File: src/rtl/wb_sel_stage_pkg.sv
// Shared constants and types for the EX->WB select stage: select bit indices,
// load funct3 codes, queue entry layout and occupancy states.
package wb_pkg;

   localparam int XLEN     = 32;
   localparam int RADDR_W  = 5;
   localparam int WB_SEL_W = 5;

   localparam int WB_SEL_ALU = 0;
   localparam int WB_SEL_MEM = 1;
   localparam int WB_SEL_CSR = 2;
   localparam int WB_SEL_PC4 = 3;
   localparam int WB_SEL_IMM = 4;

   localparam logic [2:0] LD_LB  = 3'b000;
   localparam logic [2:0] LD_LH  = 3'b001;
   localparam logic [2:0] LD_LW  = 3'b010;
   localparam logic [2:0] LD_LBU = 3'b100;
   localparam logic [2:0] LD_LHU = 3'b101;

   typedef struct packed {
      logic               wen;
      logic [RADDR_W-1:0] rd;
      logic [XLEN-1:0]    data;
   } wb_entry_t;

   typedef enum logic [1:0] {
      ST_EMPTY = 2'd0,
      ST_ONE   = 2'd1,
      ST_TWO   = 2'd2
   } wb_state_e;

   // True when exactly one select line is raised.
   function automatic logic sel_onehot(input logic [WB_SEL_W-1:0] sel);
      logic [2:0] cnt;
      cnt = 3'd0;
      for (int i = 0; i < WB_SEL_W; i++) begin
         cnt = cnt + {2'b00, sel[i]};
      end
      return (cnt == 3'd1);
   endfunction

endpackage

File: src/rtl/wb_sel_stage_if.sv
// Upstream bundle, downstream retire handshake and register-file write port
// of the EX->WB select stage.
interface wb_sel_stage_if
   import wb_pkg::*;
();
   logic                in_valid;
   logic                in_ready;
   logic [WB_SEL_W-1:0] in_sel;
   logic [XLEN-1:0]     in_alu;
   logic [XLEN-1:0]     in_mem;
   logic [XLEN-1:0]     in_csr;
   logic [XLEN-1:0]     in_pc4;
   logic [XLEN-1:0]     in_imm;
   logic [2:0]          in_mem_op;
   logic [1:0]          in_addr_lo;
   logic                in_wen;
   logic [RADDR_W-1:0]  in_rd;
   logic                out_valid;
   logic                out_ready;
   logic                rf_wen;
   logic [RADDR_W-1:0]  rf_waddr;
   logic [XLEN-1:0]     rf_wdata;
   logic                sel_err;

   modport slave (
      input  in_valid, in_sel, in_alu, in_mem, in_csr, in_pc4, in_imm,
             in_mem_op, in_addr_lo, in_wen, in_rd, out_ready,
      output in_ready, out_valid, rf_wen, rf_waddr, rf_wdata, sel_err
   );

   modport master (
      output in_valid, in_sel, in_alu, in_mem, in_csr, in_pc4, in_imm,
             in_mem_op, in_addr_lo, in_wen, in_rd, out_ready,
      input  in_ready, out_valid, rf_wen, rf_waddr, rf_wdata, sel_err
   );
endinterface

File: src/rtl/wb_sel_stage_load_align.sv
// Load data alignment: picks the addressed byte/half of the memory word and
// sign- or zero-extends it according to the load funct3.
module wb_load_align
   import wb_pkg::*;
#(
   parameter int XLEN_P = XLEN
) (
   input  logic [XLEN_P-1:0] mem,
   input  logic [2:0]        mem_op,
   input  logic [1:0]        addr_lo,
   output logic [XLEN_P-1:0] ext
);
   logic [7:0]  byte_s;
   logic [15:0] half_s;

   // Lane extraction; half loads ignore addr_lo[0].
   always_comb begin
      byte_s = 8'(mem >> {addr_lo, 3'b000});
      half_s = addr_lo[1] ? mem[31:16] : mem[15:0];
   end

   // Extension by load type; unknown codes pass the raw word.
   always_comb begin
      case (mem_op)
         LD_LB:   ext = {{(XLEN_P-8){byte_s[7]}}, byte_s};
         LD_LH:   ext = {{(XLEN_P-16){half_s[15]}}, half_s};
         LD_LW:   ext = mem;
         LD_LBU:  ext = {{(XLEN_P-8){1'b0}}, byte_s};
         LD_LHU:  ext = {{(XLEN_P-16){1'b0}}, half_s};
         default: ext = mem;
      endcase
   end
endmodule

File: src/rtl/wb_sel_stage.sv
// EX->WB select stage with a 2-entry skid queue feeding the register-file write port.
// Optional sticky select-encoding checker built when WB_SEL_CHECK_EN is defined.
module wb_sel_stage
   import wb_pkg::*;
(
   input logic          clk,
   input logic          rst_n,
   wb_sel_stage_if.slave bus
);
   localparam logic [1:0] S_EMPTY = 2'(ST_EMPTY);
   localparam logic [1:0] S_ONE   = 2'(ST_ONE);
   localparam logic [1:0] S_TWO   = 2'(ST_TWO);

   logic [1:0]      state_r;
   logic [1:0]      state_nxt_s;
   logic            hd_r;
   logic            in_ready_r;
   wb_entry_t       ent_r [2];
   wb_entry_t       head_s;
   wb_entry_t       new_ent_s;
   logic [XLEN-1:0] mem_ext_s;
   logic [XLEN-1:0] sel_data_s;
   logic            enq_s;
   logic            deq_s;
   logic            out_valid_s;
   logic            wr_idx_s;

   wb_load_align #(.XLEN_P(XLEN)) u_align (
      .mem     (bus.in_mem),
      .mem_op  (bus.in_mem_op),
      .addr_lo (bus.in_addr_lo),
      .ext     (mem_ext_s)
   );

   // AND-OR select: zero-hot yields 0, multi-hot yields the OR of candidates.
   always_comb begin
      sel_data_s = {XLEN{1'b0}};
      sel_data_s = sel_data_s | ({XLEN{bus.in_sel[WB_SEL_ALU]}} & bus.in_alu);
      sel_data_s = sel_data_s | ({XLEN{bus.in_sel[WB_SEL_MEM]}} & mem_ext_s);
      sel_data_s = sel_data_s | ({XLEN{bus.in_sel[WB_SEL_CSR]}} & bus.in_csr);
      sel_data_s = sel_data_s | ({XLEN{bus.in_sel[WB_SEL_PC4]}} & bus.in_pc4);
      sel_data_s = sel_data_s | ({XLEN{bus.in_sel[WB_SEL_IMM]}} & bus.in_imm);
   end

   assign new_ent_s   = '{wen: bus.in_wen, rd: bus.in_rd, data: sel_data_s};
   assign out_valid_s = (state_r != S_EMPTY);
   assign enq_s       = bus.in_valid & in_ready_r;
   assign deq_s       = out_valid_s & bus.out_ready;
   // An empty queue writes at the head slot, otherwise behind it.
   assign wr_idx_s    = (state_r == S_EMPTY) ? hd_r : ~hd_r;
   assign head_s      = ent_r[hd_r];

   // Occupancy next-state.
   always_comb begin
      case (state_r)
         S_EMPTY: state_nxt_s = enq_s ? S_ONE : S_EMPTY;
         S_ONE: begin
            if (enq_s && !deq_s) begin
               state_nxt_s = S_TWO;
            end else if (!enq_s && deq_s) begin
               state_nxt_s = S_EMPTY;
            end else begin
               state_nxt_s = S_ONE;
            end
         end
         S_TWO:   state_nxt_s = deq_s ? S_ONE : S_TWO;
         default: state_nxt_s = S_EMPTY;
      endcase
   end

   // State, head pointer and registered ready.
   always_ff @(posedge clk or negedge rst_n) begin
      if (!rst_n) begin
         state_r    <= S_EMPTY;
         hd_r       <= 1'b0;
         in_ready_r <= 1'b1;
      end else begin
         state_r    <= state_nxt_s;
         hd_r       <= deq_s ? ~hd_r : hd_r;
         in_ready_r <= (state_nxt_s != S_TWO);
      end
   end

   // Entry storage; reset clears contents so the write port reads zero.
   always_ff @(posedge clk or negedge rst_n) begin
      if (!rst_n) begin
         ent_r[0] <= '0;
         ent_r[1] <= '0;
      end else if (enq_s) begin
         ent_r[wr_idx_s] <= new_ent_s;
      end
   end

   assign bus.in_ready  = in_ready_r;
   assign bus.out_valid = out_valid_s;
   assign bus.rf_wen    = deq_s & head_s.wen & (|head_s.rd);
   assign bus.rf_waddr  = out_valid_s ? head_s.rd : {RADDR_W{1'b0}};
   assign bus.rf_wdata  = out_valid_s ? head_s.data : {XLEN{1'b0}};

`ifdef WB_SEL_CHECK_EN
   logic sel_err_r;

   // Sticky flag for a writing bundle whose select is not one-hot.
   always_ff @(posedge clk or negedge rst_n) begin
      if (!rst_n) begin
         sel_err_r <= 1'b0;
      end else if (enq_s && bus.in_wen && !sel_onehot(bus.in_sel)) begin
         sel_err_r <= 1'b1;
      end
   end

   assign bus.sel_err = sel_err_r;
`else
   assign bus.sel_err = 1'b0;
`endif
endmodule

File: src/flat_wrapper.sv
// flat-port wrapper written by rule: the top's interface ports become plain ports
module wb_sel_stage_flat import wb_pkg::*;
  (clk, rst_n, bus_in_valid, bus_in_sel, bus_in_alu, bus_in_mem, bus_in_csr, bus_in_pc4, bus_in_imm, bus_in_mem_op, bus_in_addr_lo, bus_in_wen, bus_in_rd, bus_out_ready, bus_in_ready, bus_out_valid, bus_rf_wen, bus_rf_waddr, bus_rf_wdata, bus_sel_err);
  wb_sel_stage_if bus_i ();
  input logic clk;
  input logic rst_n;
  input wire logic [$bits(bus_i.in_valid)-1:0] bus_in_valid;
  input wire logic [$bits(bus_i.in_sel)-1:0] bus_in_sel;
  input wire logic [$bits(bus_i.in_alu)-1:0] bus_in_alu;
  input wire logic [$bits(bus_i.in_mem)-1:0] bus_in_mem;
  input wire logic [$bits(bus_i.in_csr)-1:0] bus_in_csr;
  input wire logic [$bits(bus_i.in_pc4)-1:0] bus_in_pc4;
  input wire logic [$bits(bus_i.in_imm)-1:0] bus_in_imm;
  input wire logic [$bits(bus_i.in_mem_op)-1:0] bus_in_mem_op;
  input wire logic [$bits(bus_i.in_addr_lo)-1:0] bus_in_addr_lo;
  input wire logic [$bits(bus_i.in_wen)-1:0] bus_in_wen;
  input wire logic [$bits(bus_i.in_rd)-1:0] bus_in_rd;
  input wire logic [$bits(bus_i.out_ready)-1:0] bus_out_ready;
  output wire logic [$bits(bus_i.in_ready)-1:0] bus_in_ready;
  output wire logic [$bits(bus_i.out_valid)-1:0] bus_out_valid;
  output wire logic [$bits(bus_i.rf_wen)-1:0] bus_rf_wen;
  output wire logic [$bits(bus_i.rf_waddr)-1:0] bus_rf_waddr;
  output wire logic [$bits(bus_i.rf_wdata)-1:0] bus_rf_wdata;
  output wire logic [$bits(bus_i.sel_err)-1:0] bus_sel_err;
  assign bus_i.in_valid = bus_in_valid;
  assign bus_i.in_sel = bus_in_sel;
  assign bus_i.in_alu = bus_in_alu;
  assign bus_i.in_mem = bus_in_mem;
  assign bus_i.in_csr = bus_in_csr;
  assign bus_i.in_pc4 = bus_in_pc4;
  assign bus_i.in_imm = bus_in_imm;
  assign bus_i.in_mem_op = bus_in_mem_op;
  assign bus_i.in_addr_lo = bus_in_addr_lo;
  assign bus_i.in_wen = bus_in_wen;
  assign bus_i.in_rd = bus_in_rd;
  assign bus_i.out_ready = bus_out_ready;
  assign bus_in_ready = bus_i.in_ready;
  assign bus_out_valid = bus_i.out_valid;
  assign bus_rf_wen = bus_i.rf_wen;
  assign bus_rf_waddr = bus_i.rf_waddr;
  assign bus_rf_wdata = bus_i.rf_wdata;
  assign bus_sel_err = bus_i.sel_err;
  wb_sel_stage u_core (.clk(clk), .rst_n(rst_n), .bus(bus_i));
endmodule
File: config.mk
export PLATFORM = sky130hd
export DESIGN_NAME = wb_sel_stage_flat
export DESIGN_NICKNAME = d
export VERILOG_FILES = /design/src/rtl/wb_sel_stage_pkg.sv /design/src/rtl/wb_sel_stage_if.sv /design/src/rtl/wb_sel_stage_load_align.sv /design/src/rtl/wb_sel_stage.sv /design/src/flat_wrapper.sv
export SDC_FILE = /design/constraint.sdc
export NUM_CORES = 1
export LEC_CHECK = 0
export ABC_AREA = 1
export CAP_MARGIN = 20
export CORE_MARGIN = 2
export CORE_UTILIZATION = 46
export DETAILED_ROUTE_END_ITERATION = 6
export GPL_TIMING_DRIVEN = 0
export PLACE_DENSITY = 0.81
export SLEW_MARGIN = 20
export SYNTH_ARGS = -nofsm -noshare
export SYNTH_HDL_FRONTEND = slang
export SYNTH_HIERARCHICAL = 1
export SYNTH_SLANG_ARGS = --single-unit
File: constraint.sdc
create_clock -name clk -period 2.1 [get_ports clk]
set_clock_uncertainty 0.15 [all_clocks]
set_input_delay 0.63 -clock clk [delete_from_list [all_inputs] [get_ports clk]]
set_output_delay 0.63 -clock clk [all_outputs]
set_load 0.005 [all_outputs]
==> implementation parameters, run 1 <==
Parameter                              Value

Run status
  Status    complete, but fails checks
  Failing checks    setup timing

Hold path
  Tightest Hold Check Type    input port to asynchronous set/reset pin

Synthesis
  Number of enable-type register cells in the synthesized netlist    0
  Count of state elements after synthesis    80
  Top cell type's share of synthesized area    0.395
  Cells after synthesis    996
  Average cell area after synthesis    6.03 sq um
  Library cell occupying the most area in the post-synthesis netlist    nand2_1
  Share of synthesized registers carrying an async set or reset    1.00
  Proportion of synthesized chip area in sequential cells    0.333
  Number of library cell types mapped by synthesis    30
  Most numerous cell types in the synthesized netlist    nand2_1, dfrtp_1, inv_1
  Synthesized Nets    about 1.2k
  Yosys Warn Count    6
  Area contributors post-synth    nand2_1, dfrtp_1, nand3b_1
  Cell with the most instances after synthesis    nand2_1
  Netlist Area Pre-Place    6010 sq um
  Ys flop type    dfrtp_1

Timing
  Max-slew violation total from the final report    0
  Setup repair after global routing missed its margin    true
  Tmin final    2.37 ns
  Worst Tran Pin Value    0.541 ns
  Ratio of final minimum period to clock period    1.13
  Final worst slack    -0.273 ns
  Final number of setup-violating endpoints    38
  Worst-case headroom to the max-slew limit    0.639
  Fin. Hold Viols    0
  Achievable Freq    approximately 420 MHz

Place
  Inst Count DP    roughly 1.4k
  Area after detailed placement    8410 sq um
  HPWL after detailed placement    17000 um
  Port bufs    216
  Placer Congestion    0.973

Setup path
  Most common cell type on the critical path    buf_8
  Origin of the worst setup path    u_core/hd_r$_DFFE_PN0P_
  Cells along the critical path    buf_8, buf_6, buf_8, nand2_2, a21oi_2, buf_2
  Startpoint of the most critical register-to-register path    u_core/state_r[0]$_DFF_PN0_
  Reg2reg path depth    11
  Endpoint kind of the worst setup timing path    output port
  Launching element type of the critical path    register
  Crit path arrival time    approximately 1.6 ns
  Type of the setup path with the least slack    register to output port
  Required time at the endpoint of the critical path    roughly 1.3 ns
  Critical Path Max Stage Delay    approximately 0.47 ns
  Cell type of the slowest stage on the worst timing path    dfrtp_2
  Crit Reg-Reg Endpoint    u_core/ent_r[63]$_DFFE_PN0P_
  Worst-path maximum fanout    6
  Setup slack on the worst flop-to-flop path    about 0.090 ns

Power
  Maximum resistive drop on vdd    0.708 mV
  P per Cell Area    roughly 1300 nW/um^2
  Internal power    6870 uW
  Sequential fraction of design power    0.245
  Total Power Consumption    12500 uW
  Switch Pwr    5650 uW
  Sw Ratio    0.451
  Static Leak    between 0.005 and 0.006 uW
  Share of total power in combinational logic    0.618
  Part of the power in the clock network    0.137

Global routing
  Global-route wire length before repair    37700 um
  Total GRT Usage    0.347
  Via count of the first global-routing pass    7252
  Congestion Overflow GR    0
  Pin count of the biggest net entering global routing    58
  Antenna violations before repair    0

Detailed routing
  Wirelength per Cell    18.0 um
  Detailed Routing Iterations Pass 1    5
  Count of antenna-violating nets left after detailed routing    0
  Number of DRC markers after the initial detailed-route iteration    701
  Via density per instance    5.28
  DRC Markers    0
  Vias after detailed routing    7578
  Aggregate routed wire length    25800 um

Floorplanning
  Ports placed on the boundary    221
  Initial Util    0.474
  Die area    14000 sq um
  Die width    roughly 120 um
  Die extent in y    118 um
  Core Rows    41
  Core outline area    12700 sq um

Clock tree
  Clock Tree Buf Depth    2
  H-Tree Level Count    3
  Cts hold-fix bufs    0
  CTS root buffer    clkbuf_16
  Count of clock tree sinks    80
  Number of CTS-inserted buffers    9
  Register clock-pin slew on the reported worst setup and hold paths    0.07 ns
  Clock latency reported for the late side of the worst-skew pair    around 0.35 ns
  Clock tree from TritonCTS    yes

Run
  Max-cap violations    0

Cells and area
  Final Cell Area    9600 sq um
  Proportion of layout cells with a drive suffix above 1    0.222
  Post-route non-filler standard cell count    1434
  Net count reported at finish    approximately 1.4k
  Area grow syn2layout    59.7%
  Total inserted antenna cells    0
==> repair_timing <==
action                                  CTS  global route
hold endpoints to repair                  0             0
endpoints found under the setup margin   99           103
buffers inserted                         25             4
pin swaps                                43            25
resized for setup                       300            84
gates cloned                              7             0
==> stage by stage <==
| stage | setup TNS, ns | util | hold WS [ns] | worst slack [ns] |
|---|---|---|---|---|
| finish | -7.96 | 0.758 | 0.0296 | -0.273 |
| global route | -9.58 | 0.758 | 0.0475 | -0.310 |
| CTS | -6.50 | 0.737 | 0.0425 | -0.221 |
| detailed placement | -48.99 | 0.664 | 0.313 | -0.637 |
| global placement | -242.57 | 0.662 | 0.309 | -2.46 |
| floorplan | 0 | - | 0.184 | 0.215 |
==> how the worst max path moves through the flow <==
stage / end / slack (ns) / cells past startpoint
after floorplan: u_core/ent_r[15]$_DFFE_PN0P_ / 0.21 / 14
after global placement: u_core/ent_r[10]$_DFFE_PN0P_ / -2.46 / 1
after detailed placement: u_core/ent_r[53]$_DFFE_PN0P_ / -0.64 / 7
after CTS: bus_rf_wdata[25] / -0.22 / 6
after global routing: bus_rf_wen / -0.31 / 6
final: bus_rf_wdata[15] / -0.27 / 6
==> critical path: cells and delay by family, from the launching register on <==
kind,cells,cell delay (ns)
buffers and inverters,4,0.55
AND/OR/NAND/NOR,1,0.07
flip-flops,1,0.47
AO/OA/AOI/OAI,1,0.15
==> logic make-up (layout without fill, tap and decap cells) <==
family,Yosys count,after routing,synth area share
and+or+nand+nor,747,747,0.519
DFF,80,80,0.333
AOI/OAI and AO/OA,42,42,0.0383
adders and majority gates,1,1,0.00208
buffers and inverters,124,390,0.106
xor gates and xnor gates,1,1,0.00146
other,1,1,0.000624
==> placed cells by master (no fill, tap or decap), drive strengths merged <==
master,count
dfrtp,79
nor2,20
a21oi,32
clkbuf,29
clkdlybuf4s50,165
or2,7
ha,1
dlymetal6s2s,6
nand3,48
clkinv,4
bufinv,2
nand2,638
a22oi,7
nor3,1
inv,67
xor2,1
nand3b,32
o21ai,2
and2,1
conb,1
dlygate4sd2,5
buf,109
clkinvlp,1
dfstp,1
bufbuf,1
o31ai,1
clkdlybuf4s15,1
==> power groups by stage <==
stage	Sequential [uW]	Combinational [uW]	Clock, uW
6_report	3070	7730	1710
5_1_grt	3130	8230	1770
4_1_cts	2920	6740	1690
3_5_place_dp	2840	5530	0
3_3_place_gp	2800	5370	0
2_1_floorplan	2720	3170	0
==> flip-flops by register name, indices dropped and copies added (netlist names) <==
signal	cells
u_core/hd_r	1
u_core/state_r	2
u_core/ent_r	76
u_core/bus.in_ready	1
==> layout make-up <==
cell class / instances / area [sq um]
clock buffer: 10 / 239
tap: 172 / 215
clock inverter: 6 / 82.6
fill: 961 / 3070
sequential: 80 / 2010
inverter: 68 / 268
multi-input combinational: 792 / 3820
timing repair buffer: 251 / 2460
buffer: 55 / 504
==> layer usage <==
layer / GRT usage / vias to the layer above / routed length, um
met5: 0 / - / 0
met4: 0.191 / 0 / 1440
met3: 0.0608 / 106 / 2260
met2: 0.586 / 481 / 12700
met1: 0.418 / 3443 / 9420
li1: - / 3548 / -
(Power assumes the default switching activity.)
==> run 2, diff against run 1 <==
CORE_ASPECT_RATIO = 0.6   (was default)
==> run 2 against run 1 <==
Effect of this change: the flow still finishes with violations (setup timing); critical endpoint is now bus_rf_wdata[24]; register-to-register slack lost 0.03 ns; count of clock-buffer cells in the layout grew 3; global-route usage grew 1.4 points; total power shrank 3.2%; die area grew 0.22%; sequential cell count is the same; design area grew 0.25%; cell count is essentially flat; combinational power shrank 3.8%; first-iteration DRC count grew 24%; core utilization shrank 0.65 points; via count grew 1.4%.
==> implementation parameters, run 2 (synthesis gave the netlist of run 1 again) <==
Parameter                              Value

Cells and area
  Top Registers    u_core/ent_r (76), u_core/state_r (2)
  Final design utilization    0.751
  Most common cell after layout, fill and taps aside    nand2_1
  Max FFs per register    76
  Count of fill cells added during filler insertion    around 990
  Commonest cells after routing, fill and taps aside    nand2_1, clkdlybuf4s50_1, dfrtp_1
  Total inserted antenna cells    0
  Area grow syn2layout    60.1%
  Net count reported at finish    1441
  Largest register by flop count    u_core/ent_r
  Proportion of layout cells with a drive suffix above 1    0.208

Floorplanning
  Die extent in y    92.5 um
  Initial Util    0.469
  Die width    152 um
  Core outline area    roughly 13000 sq um
  Core Rows    32
  Die area    14000 sq um
  Ports placed on the boundary    221

Setup path
  Crit path arrival time    1.65 ns
  Type of the setup path with the least slack    register to output port
  Worst-path maximum fanout    5
  Endpoint kind of the worst setup timing path    output port
  Required time at the endpoint of the critical path    1.32 ns
  Launching element type of the critical path    register

Timing
  Ratio of final minimum period to clock period    1.16
  Tmin final    2.43 ns
  Worst-case headroom to the max-slew limit    0.626
  Max-slew violation total from the final report    0
  Final number of setup-violating endpoints    38
  Post-route setup TNS    -8.35 ns
  Setup repair after global routing missed its margin    true
  Final worst slack    -0.329 ns
  Fin. Hold Viols    0
  Final worst hold slack    around 0.063 ns
  Worst Tran Pin Value    0.561 ns
  Achievable Freq    412 MHz

Run status
  Status    complete, but fails checks
  Failing checks    setup timing

Clock tree
  Cts hold-fix bufs    0
  Clock latency reported for the late side of the worst-skew pair    0.34 ns
  Clock Tree Buf Depth    2
  Number of CTS-inserted buffers    9
  Count of clock tree sinks    80
  CTS root buffer    clkbuf_16
  Register clock-pin slew on the reported worst setup and hold paths    0.06 ns
  H-Tree Level Count    3
  Clock tree from TritonCTS    yes

Place
  Port bufs    216
  HPWL after detailed placement    18100 um
  Pre-CTS worst setup slack    -0.675 ns
  Placer Congestion    1.05

Global routing
  Total GRT Usage    0.361
  Antenna violations before repair    1
  Congestion Overflow GR    0
  Global-route wire length before repair    38000 um
  Via count of the first global-routing pass    around 7.1k
  Pin count of the biggest net entering global routing    53

Power
  Maximum resistive drop on vdd    0.763 mV
  P per Cell Area    1260 nW/um^2
  Static Leak    0.00521 uW

Detailed routing
  Vias after detailed routing    7681
  Count of antenna-violating nets left after detailed routing    0
  Number of DRC markers after the initial detailed-route iteration    869
  DRC Markers    0
  Detailed Routing Iterations Pass 1    6
  Via density per instance    5.35
  Wirelength per Cell    18.4 um
  Aggregate routed wire length    approximately 26000 um

Run
  Max-cap violations    0

Hold path
  Tightest Hold Check Type    input port to asynchronous set/reset pin
run 2: changes by cell type in the layout (fill, tap and decap cells not counted), moves of 4 or more:
cell,delta
a22oi_2,+4
buf_6,-4
nand2_1,+22
clkbuf_1,+4
a22oi_1,-4
nand2_2,-25
run 2: layout make-up:
class,count,area (sq um),area share
plain buffers,54,492,0.0511
clock buffers,13,260,0.0270
clock inverters,3,65.1,0.00676
inverters,68,268,0.0278
multi-input cells,793,3840,0.399
flip-flops and latches,80,2000,0.208
well taps,170,213,0.0221
repair buffers,253,2480,0.258
repair inverters,1,3.75,0.000390
run 2: stage by stage:
stage	std cells	instance area, sq um	power [uW]
floorplan	996	6010	5890
global placement	1382	8390	8290
detailed placement	1383	8410	8420
CTS	1429	9310	11100
global route	1435	9620	12900
finish	1435	9620	12100
run 2: final timing paths:
check	startpoint	slack (ns)	depth (start not counted)	end
max in group asynchronous	rst_n	1.15	2	u_core/hd_r$_DFFE_PN0P_
min in group clk	u_core/ent_r[71]$_DFFE_PN0P_	0.33	2	u_core/ent_r[71]$_DFFE_PN0P_
setup reg to reg	u_core/state_r[0]$_DFF_PN0_	0.06	12	u_core/ent_r[67]$_DFFE_PN0P_
hold reg to reg	u_core/ent_r[71]$_DFFE_PN0P_	0.33	2	u_core/ent_r[71]$_DFFE_PN0P_
hold / removal	rst_n	0.06	1	u_core/ent_r[12]$_DFFE_PN0P_
setup / recovery	u_core/hd_r$_DFFE_PN0P_	-0.33	6	bus_rf_wdata[24]
run 2: worst max-delay path: stages, from the launching register on:
cell       delay, ns
dfrtp_2         0.47
buf_8           0.13
buf_8           0.13
clkbuf_16       0.17
nand2_2         0.06
a21oi_2         0.19
buf_2           0.15
run 2: metal layers:
layer / track usage / routed length (um) / share of wire / vias up
met5: 0 / 0 / 0 / -
met4: 0.0841 / 724 / 0.027 / 0
met3: 0.0975 / 3470 / 0.13 / 76
met2: 0.552 / 11400 / 0.43 / 513
met1: 0.510 / 10800 / 0.41 / 3538
li1: - / - / - / 3554
run 2: timing repair:
item | CTS | global route
pin swaps | 45 | 30
buffers inserted | 24 | 8
gates resized for setup | 260 | 107
endpoints found under the setup margin | 100 | 99
cloned | 8 | 3
run 2: power breakdown:
| group | internal (uW) | switching [uW] | leakage, uW |
|---|---|---|---|
| Combinational | 3230 | 4200 | 0.00412 |
| Sequential | 2380 | 600 | 0.000927 |
| Clock | 1100 | 602 | 0.000160 |
